### src/rtl/vga_pkg.sv
// Shared timing constants and types for the 640x480@60 VGA scan generator.
// Default PIPE_LAT matches the address-generator -> BRAM -> colour latency.
package vga_pkg;

   localparam int H_ACTIVE_DEF = 640;
   localparam int H_FP_DEF     = 16;
   localparam int H_SYNC_DEF   = 96;
   localparam int H_BP_DEF     = 48;
   localparam int H_TOTAL_DEF  = 800;

   localparam int V_ACTIVE_DEF = 480;
   localparam int V_FP_DEF     = 10;
   localparam int V_SYNC_DEF   = 2;
   localparam int V_BP_DEF     = 33;
   localparam int V_TOTAL_DEF  = 525;

   localparam int PIPE_LAT_DEF = 3;

   // Both syncs are active-low for this mode.
   localparam logic SYNC_ACTIVE = 1'b0;

   typedef struct packed {
      logic valid;
      logic hsync;
      logic vsync;
   } scan_sig_t;

   localparam scan_sig_t SCAN_IDLE = '{valid: 1'b0, hsync: ~SYNC_ACTIVE, vsync: ~SYNC_ACTIVE};

   function automatic logic in_win(input logic [9:0] val, input logic [9:0] lo, input logic [9:0] hi);
      return (val >= lo) && (val < hi);
   endfunction

endpackage

### src/rtl/sync_delay_line.sv
// Tick-enabled shift register used to realign sync/valid with the BRAM colour path.
// Every stage resets asynchronously to RST_VAL.
module sync_delay_line #(
   parameter int               WIDTH   = 3,
   parameter int               DEPTH   = 3,
   parameter logic [WIDTH-1:0] RST_VAL = '0
) (
   input  logic             clk,
   input  logic             rst_n,
   input  logic             en,
   input  logic [WIDTH-1:0] d,
   output logic [WIDTH-1:0] q
);

   logic [WIDTH-1:0] stage [DEPTH];

   always_ff @(posedge clk or negedge rst_n) begin
      if (!rst_n) begin
         for (int i = 0; i < DEPTH; i++) stage[i] <= RST_VAL;
      end else if (en) begin
         stage[0] <= d;
         for (int i = 1; i < DEPTH; i++) stage[i] <= stage[i-1];
      end
   end

   assign q = stage[DEPTH-1];

endmodule

### src/rtl/vga_scan_gen.sv
// VGA raster timing master: pixel divider, h/v counters, syncs, valid, strobes, frame counter.
// Build option VGA_SYNC_ALIGN_EN delays hsync/vsync/valid by PIPE_LAT pixel ticks.
module vga_scan_gen
   import vga_pkg::*;
#(
   parameter int CLK_DIV  = 1,
   parameter int H_ACTIVE = H_ACTIVE_DEF,
   parameter int H_FP     = H_FP_DEF,
   parameter int H_SYNC   = H_SYNC_DEF,
   parameter int H_BP     = H_BP_DEF,
   parameter int V_ACTIVE = V_ACTIVE_DEF,
   parameter int V_FP     = V_FP_DEF,
   parameter int V_SYNC   = V_SYNC_DEF,
   parameter int V_BP     = V_BP_DEF,
   parameter int PIPE_LAT = PIPE_LAT_DEF
) (
   input  logic       clk,
   input  logic       rst_n,
   output logic       pix_tick,
   output logic [9:0] h_cnt,
   output logic [9:0] v_cnt,
   output logic       valid,
   output logic       hsync,
   output logic       vsync,
   output logic       line_start,
   output logic       frame_start,
   output logic [7:0] frame_cnt
);

   localparam int H_TOTAL = H_ACTIVE + H_FP + H_SYNC + H_BP;
   localparam int V_TOTAL = V_ACTIVE + V_FP + V_SYNC + V_BP;

   localparam logic [9:0] H_LAST = 10'(H_TOTAL - 1);
   localparam logic [9:0] V_LAST = 10'(V_TOTAL - 1);
   localparam logic [9:0] H_ACT  = 10'(H_ACTIVE);
   localparam logic [9:0] V_ACT  = 10'(V_ACTIVE);
   localparam logic [9:0] HS_BEG = 10'(H_ACTIVE + H_FP);
   localparam logic [9:0] HS_END = 10'(H_ACTIVE + H_FP + H_SYNC);
   localparam logic [9:0] VS_BEG = 10'(V_ACTIVE + V_FP);
   localparam logic [9:0] VS_END = 10'(V_ACTIVE + V_FP + V_SYNC);

   if (CLK_DIV < 1 || PIPE_LAT < 1) begin : g_bad_param
      $error("vga_scan_gen: CLK_DIV and PIPE_LAT must both be at least 1");
   end

   if (CLK_DIV > 1) begin : g_div
      localparam int              DIV_W    = $clog2(CLK_DIV);
      localparam logic [DIV_W-1:0] DIV_LAST = DIV_W'(CLK_DIV - 1);
      logic [DIV_W-1:0] div_cnt;

      always_ff @(posedge clk or negedge rst_n) begin
         if (!rst_n)                  div_cnt <= '0;
         else if (div_cnt == DIV_LAST) div_cnt <= '0;
         else                         div_cnt <= div_cnt + DIV_W'(1);
      end

      assign pix_tick = (div_cnt == DIV_LAST);
   end else begin : g_no_div
      assign pix_tick = 1'b1;
   end

   logic       h_wrap;
   logic       v_wrap;
   logic [9:0] h_nxt;
   logic [9:0] v_nxt;
   scan_sig_t  scan_nxt;
   scan_sig_t  scan_r;

   always_comb begin
      h_wrap = (h_cnt == H_LAST);
      v_wrap = (v_cnt == V_LAST);
      h_nxt  = h_wrap ? 10'd0 : h_cnt + 10'd1;
      v_nxt  = v_cnt;
      if (h_wrap) v_nxt = v_wrap ? 10'd0 : v_cnt + 10'd1;
      // Decode the post-update position so the flags land in the same register stage as the counters.
      scan_nxt.valid = (h_nxt < H_ACT) && (v_nxt < V_ACT);
      scan_nxt.hsync = in_win(h_nxt, HS_BEG, HS_END) ? SYNC_ACTIVE : ~SYNC_ACTIVE;
      scan_nxt.vsync = in_win(v_nxt, VS_BEG, VS_END) ? SYNC_ACTIVE : ~SYNC_ACTIVE;
   end

   always_ff @(posedge clk or negedge rst_n) begin
      if (!rst_n) begin
         h_cnt       <= '0;
         v_cnt       <= '0;
         frame_cnt   <= '0;
         scan_r      <= SCAN_IDLE;
         line_start  <= 1'b0;
         frame_start <= 1'b0;
      end else begin
         line_start  <= pix_tick && h_wrap;
         frame_start <= pix_tick && h_wrap && v_wrap;
         if (pix_tick) begin
            h_cnt  <= h_nxt;
            v_cnt  <= v_nxt;
            scan_r <= scan_nxt;
            if (h_wrap && v_wrap) frame_cnt <= frame_cnt + 8'd1;
         end
      end
   end

`ifdef VGA_SYNC_ALIGN_EN
   scan_sig_t scan_dly;

   sync_delay_line #(
      .WIDTH   ($bits(scan_sig_t)),
      .DEPTH   (PIPE_LAT),
      .RST_VAL (SCAN_IDLE)
   ) u_sync_dly (
      .clk   (clk),
      .rst_n (rst_n),
      .en    (pix_tick),
      .d     (scan_r),
      .q     (scan_dly)
   );

   assign valid = scan_dly.valid;
   assign hsync = scan_dly.hsync;
   assign vsync = scan_dly.vsync;
`else
   assign valid = scan_r.valid;
   assign hsync = scan_r.hsync;
   assign vsync = scan_r.vsync;
`endif

endmodule

### config.mk
export PLATFORM = sky130hd
export DESIGN_NAME = vga_scan_gen
export DESIGN_NICKNAME = d
export VERILOG_FILES = /design/src/rtl/vga_pkg.sv /design/src/rtl/sync_delay_line.sv /design/src/rtl/vga_scan_gen.sv
export SDC_FILE = /design/constraint.sdc
export NUM_CORES = 1
export LEC_CHECK = 0
export CAP_MARGIN = 25
export CORE_MARGIN = 4
export CORE_UTILIZATION = 52
export DETAILED_ROUTE_END_ITERATION = 10
export GPL_ROUTABILITY_DRIVEN = 0
export PLACE_DENSITY = 0.8
export SYNTH_ARGS = -nofsm -noshare
export SYNTH_HDL_FRONTEND = slang
export SYNTH_SLANG_ARGS = --single-unit
### constraint.sdc
create_clock -name clk -period 2.9 [get_ports clk]
set_clock_uncertainty 0.15 [all_clocks]
set_input_delay 0.58 -clock clk [delete_from_list [all_inputs] [get_ports clk]]
set_output_delay 0.58 -clock clk [all_outputs]
set_load 0.1 [all_outputs]
Yosys cells after proc, flatten, opt, wreduce, memory -nomap -nowiden

Index checks and enable logic that the tools add are counted.

Bits of input ports: 2
Logic and storage cells: 28
Output and inout port bits: 34
Bits in registers: 33

Eq/ne operators: 2
$lt $le $gt $ge: 6
Add/subtract/negate cells: 3
Reduce and logical (&&, ||, !) cells: 4
Multiplexer cells: 5

Operators with widths:

| cell                                                         | number |
|---|---|
| two-way mux 10 bit                                           | 3 |
| adder 10 x 1 -> 10 bit (second input constant)               | 2 |
| == test 10 bit (second input constant)                       | 2 |
| less-than comparator 10 bit (second input constant)          | 2 |
| less-than comparator 10 x 9 -> 1 bit (second input constant) | 2 |
| >= comparator 10 bit (second input constant)                 | 1 |
| >= comparator 10 x 9 -> 1 bit (second input constant)        | 1 |
| adder 8 x 1 -> 8 bit (second input constant)                 | 1 |
| logical AND 1 bit                                            | 4 |
| two-way mux 1 bit                                            | 2 |

Longest topological paths before layout

Depth after elaboration: 6
Mapped depth: 10
Mapped depth without buffers: 7

Least setup slack after synthesis

OpenSTA, ideal clock, no wires.

Kind: flip-flop to flip-flop
From: register h_cnt[0]
To: register scan_r (netlist bit vsync)
Stages on the path, launching flop included: 11
Arrival: 2.664 ns
Buffers on the path: 3
Path slack: -0.006 ns
Cell sequence: dfrtp_1 > ha_1 > buf_2 > nand4_4 > or3_4 > buf_6 > inv_4 > buf_12 > nand3_2 > a211oi_2 > nand4b_1

RTL lines:

| element                | RTL line           | text |
|---|---|---|
| start, declared        | vga_scan_gen.sv:20 | `output logic [9:0] h_cnt,` |
| start signal, assigned | vga_scan_gen.sv:93 | `h_cnt <= h_nxt;` |
| end signal, assigned   | vga_scan_gen.sv:95 | `scan_r <= scan_nxt;` |
| end, declared          | vga_scan_gen.sv:67 | `scan_sig_t scan_r;` |

==> report_table.html <==
<table>
<tr><th>Metric</th><th>Value</th></tr>
<tr><th colspan="2">Clocking</th></tr>
<tr><td>CTS Buf Count</td><td>5</td></tr>
<tr><td>Num Clock Sinks</td><td>33</td></tr>
<tr><td>CTS H-tree lvls</td><td>2</td></tr>
<tr><td>Clock tree from TritonCTS</td><td>yes</td></tr>
<tr><td>Clk Latency, worst-skew pair</td><td>0.29 ns</td></tr>
<tr><td>Max Buffers Root-to-Sink</td><td>2</td></tr>
<tr><td>Cell at the root of the clock tree</td><td>clkbuf_8</td></tr>
<tr><td>Hold buffer count at CTS</td><td>0</td></tr>
<tr><td>Total setup buffers inserted after CTS</td><td>0</td></tr>
<tr><td>Clock edge transition at the registers on the reported setup and hold paths</td><td>0.07 ns</td></tr>
<tr><td>Number of gates given a new drive strength after cts</td><td>0</td></tr>
<tr><th colspan="2">Worst hold path</th></tr>
<tr><td>Path type of the worst min-delay path</td><td>reg2reg</td></tr>
<tr><td>Start point of the worst hold path</td><td>frame_cnt[7]</td></tr>
<tr><td>Number of cells on the worst hold path</td><td>1</td></tr>
<tr><th colspan="2">STA</th></tr>
<tr><td>Total of endpoints with negative setup slack in the final report</td><td>0</td></tr>
<tr><td>Post-layout minimum cycle time</td><td>2.44 ns</td></tr>
<tr><td>Slew at the pin closest to its max-slew limit</td><td>0.536 ns</td></tr>
<tr><td>Sum Neg Setup Slack</td><td>0 ns</td></tr>
<tr><td>Fmax</td><td>409 MHz</td></tr>
<tr><td>Relative slew margins</td><td>63.9%</td></tr>
<tr><td>Endpoints failing hold</td><td>0</td></tr>
<tr><td>Ratio of final minimum period to clock period</td><td>84.3%</td></tr>
<tr><td>Final Slew Violations</td><td>0</td></tr>
<tr><td>RSZ-0062 raised after global routing</td><td>no</td></tr>
<tr><th colspan="2">Placed design</th></tr>
<tr><td>Post-detail-place hpwl</td><td>3010 um</td></tr>
<tr><td>Placed insts</td><td>257</td></tr>
<tr><td>Post-Place Cell Area</td><td>0.00215 mm^2</td></tr>
<tr><td>Count of input and output buffers</td><td>34</td></tr>
<tr><th colspan="2">Logic synthesis</th></tr>
<tr><td>Leading area contributor after synthesis</td><td>dfrtp_1</td></tr>
<tr><td>Synth Warn #</td><td>0</td></tr>
<tr><td>FFs w/ async S/R, synth</td><td>100%</td></tr>
<tr><td>Post-synth EDFFs</td><td>0</td></tr>
<tr><td>Share of Yosys cell area claimed by the top area cell type</td><td>40.7%</td></tr>
<tr><td>Total nets after synthesis</td><td>194</td></tr>
<tr><td>Unique cell type count in the Yosys netlist</td><td>57</td></tr>
<tr><td>List of most frequent post-synthesis cells</td><td>31 x dfrtp_1, 19 x nand2_1, 12 x nor2_1, 12 x xnor2_1, 9 x o21ai_0</td></tr>
<tr><td>Post-Syn Instances</td><td>188</td></tr>
<tr><td>Average footprint of a synthesized cell</td><td>10.1 um^2</td></tr>
<tr><td>Primary FF master, synth</td><td>dfrtp_1</td></tr>
<tr><td>Largest cells by area after synthesis</td><td>dfrtp_1 41%, xnor2_1 5.5%, nand2_1 3.7%</td></tr>
<tr><td>Register bit count reported by yosys</td><td>33</td></tr>
<tr><td>Most instantiated library cell after synthesis</td><td>dfrtp_1</td></tr>
<tr><td>Seq/Total Area, Yosys</td><td>43.5%</td></tr>
<tr><td>Post-synthesis instance area</td><td>0.00191 mm^2</td></tr>
<tr><th colspan="2">Pwr</th></tr>
<tr><td>Peak supply drop</td><td>421 uV</td></tr>
<tr><td>Total power per unit cell area</td><td>364 mW/mm^2</td></tr>
<tr><td>Static power due to leakage</td><td>0.978 nW</td></tr>
<tr><th colspan="2">Route</th></tr>
<tr><td>Remaining DRCs</td><td>0</td></tr>
<tr><td>Post-route ant nets</td><td>0</td></tr>
<tr><td>Drt initial violations</td><td>212</td></tr>
<tr><td>Average vias per placed instance</td><td>5.95</td></tr>
<tr><td>Routed len/inst</td><td>15.6 um</td></tr>
<tr><td>Router iterations before antenna repair</td><td>4</td></tr>
<tr><td>Final wirelength</td><td>4130 um</td></tr>
<tr><td>Total number of vias</td><td>1577</td></tr>
<tr><th colspan="2">Die</th></tr>
<tr><td>Core Rows</td><td>21</td></tr>
<tr><td>Die Span X</td><td>68.5 um</td></tr>
<tr><td>Ports</td><td>36</td></tr>
<tr><td>Core footprint</td><td>0.00344 mm^2</td></tr>
<tr><td>Floorplan die height</td><td>68.5 um</td></tr>
<tr><td>Initial Util</td><td>55.4%</td></tr>
<tr><td>Die footprint</td><td>0.00470 mm^2</td></tr>
<tr><th colspan="2">Global route</th></tr>
<tr><td>Pin count of the biggest net entering global routing</td><td>34</td></tr>
<tr><td>Grt ovf</td><td>0</td></tr>
<tr><td>Global routing usage on met3</td><td>5.35%</td></tr>
<tr><td>Via count of the first global-routing pass</td><td>1515</td></tr>
<tr><td>Fraction of met2 tracks used by global routing</td><td>30.8%</td></tr>
<tr><td>Global router's overall resource usage</td><td>20.1%</td></tr>
<tr><td>Global-route wire length before repair</td><td>7030 um</td></tr>
<tr><td>GR Layer Usage met1</td><td>26.8%</td></tr>
<tr><td>Antenna violations before repair</td><td>0</td></tr>
<tr><td>Global-route layer with the greatest usage</td><td>met2</td></tr>
<tr><th colspan="2">Cells and area</th></tr>
<tr><td>Non-Filler Cell Area, Final</td><td>0.00224 mm^2</td></tr>
<tr><td>Final #Nets</td><td>224</td></tr>
<tr><td>Ant diodes</td><td>0</td></tr>
<tr><td>Utilization of the core after routing</td><td>65.0%</td></tr>
<tr><td>Finished Layout Cells</td><td>265</td></tr>
<tr><td>Post-synthesis to final-layout area growth</td><td>17.5%</td></tr>
<tr><td>Share of final-layout standard cells stronger than drive strength 1</td><td>27.4%</td></tr>
<tr><td>Count of fill cells added during filler insertion</td><td>288</td></tr>
<tr><th colspan="2">Worst setup path</th></tr>
<tr><td>Data required time at the worst endpoint</td><td>2.93 ns</td></tr>
<tr><td>Critical Setup Path Class</td><td>reg2reg</td></tr>
<tr><td>Worst setup EP type</td><td>flop</td></tr>
<tr><td>Critical Path Source</td><td>h_cnt[1]</td></tr>
<tr><td>CP max FO</td><td>11</td></tr>
<tr><td>Data arrival time of the worst path</td><td>2.48 ns</td></tr>
<tr><td>Reg-to-Reg Start</td><td>h_cnt[1]</td></tr>
<tr><td>Setup crit start kind</td><td>flop</td></tr>
<tr><td>FF-to-FF path depth</td><td>6</td></tr>
<tr><th colspan="2">Run status</th></tr>
<tr><td>Outcome</td><td>complete, no violations</td></tr>
<tr><th colspan="2">Run</th></tr>
<tr><td>Maximum Capacitance Violations</td><td>0</td></tr>
</table>
-- report_power, final --
| group | total, W | internal, W | switching, W |
|---|---|---|---|
| Sequential | 0.000460 | 0.000460 | 0 |
| Clock | 0.000338 | 0.000165 | 0.000173 |
| Combinational | 0.0000163 | 0.00000205 | 0.0000142 |
-- cells in the final DEF, fill, tap and decap left out, types with 3 or more instances in the layout --
| cell | count |
|---|---|
| inv_1 | 4 |
| nor2_1 | 12 |
| clkbuf_8 | 5 |
| nand3_1 | 7 |
| xnor2_1 | 12 |
| nor3_1 | 3 |
| and4_1 | 4 |
| dfrtp_1 | 30 |
| a21oi_1 | 3 |
| nand2_1 | 19 |
| a31oi_1 | 4 |
| o21ai_0 | 9 |
| and2_1 | 3 |
| xor2_1 | 7 |
| ha_1 | 4 |
| nand2b_1 | 3 |
| o31ai_1 | 3 |
| nand4_1 | 7 |
| buf_4 | 34 |
| nand4b_1 | 3 |
-- critical path: stages, from the launching register on --
cell,delay (ns)
dfrtp_1,0.42
ha_1,0.42
nand4_4,0.20
or3_4,0.46
nor2_4,0.28
nor3_2,0.11
nor4_2,0.31
-- final timing paths --
| path | endpoint | slack (ns) |
|---|---|---|
| setup / recovery | valid | 0.46 |
| hold / removal | frame_cnt[7] | 0.32 |
| setup reg to reg | valid | 0.46 |
| hold reg to reg | frame_cnt[7] | 0.32 |
| max in group asynchronous | vsync | 1.73 |
| min in group asynchronous | v_cnt[4] | 0.54 |
-- through the flow --
stage | hold slack, ns | setup WS (ns) | total power (W)
2_1_floorplan | 0.134 | 0.000910 | 0.000476
3_3_place_gp | 0.307 | 0.623 | 0.000486
3_5_place_dp | 0.309 | 0.473 | 0.000486
4_1_cts | 0.323 | 0.447 | 0.000823
5_1_grt | 0.329 | 0.251 | 0.000850
6_report | 0.318 | 0.456 | 0.000815
-- cells by family after synthesis --
logic type / share of synthesized area (%)
flops: 43.5
fa+ha+maj: 2.63
xor+xnor: 8.73
compound gates: 12.8
buf+inv: 5.19
simple gates: 26.4
mux: 0.591
other cells: 0.197
-- sequential cells by signal (all words and copies together) (netlist names) --
name         count
vsync            1
hsync            1
frame_start      1
line_start       1
h_cnt           10
v_cnt           10
frame_cnt        8
valid            1
-- metal layers --
| metal | share of wire (%) | up-vias |
|---|---|---|
| met5 | 0 | - |
| met2 | 48 | 55 |
| met4 | 2.5 | 0 |
| met1 | 44 | 776 |
| li1 | - | 737 |
| met3 | 5.3 | 9 |
-- layout make-up --
class | count | area, um^2 | share of cell area, %
repair buffers | 35 | 265 | 11.9
well taps | 46 | 57.6 | 2.57
inverters | 5 | 21.3 | 0.950
flip-flops and latches | 33 | 830 | 37.1
clock inverters | 3 | 17.5 | 0.783
clock buffers | 5 | 68.8 | 3.07
multi-input cells | 138 | 978 | 43.7
Note: power is estimated with default switching activity, not from simulation.
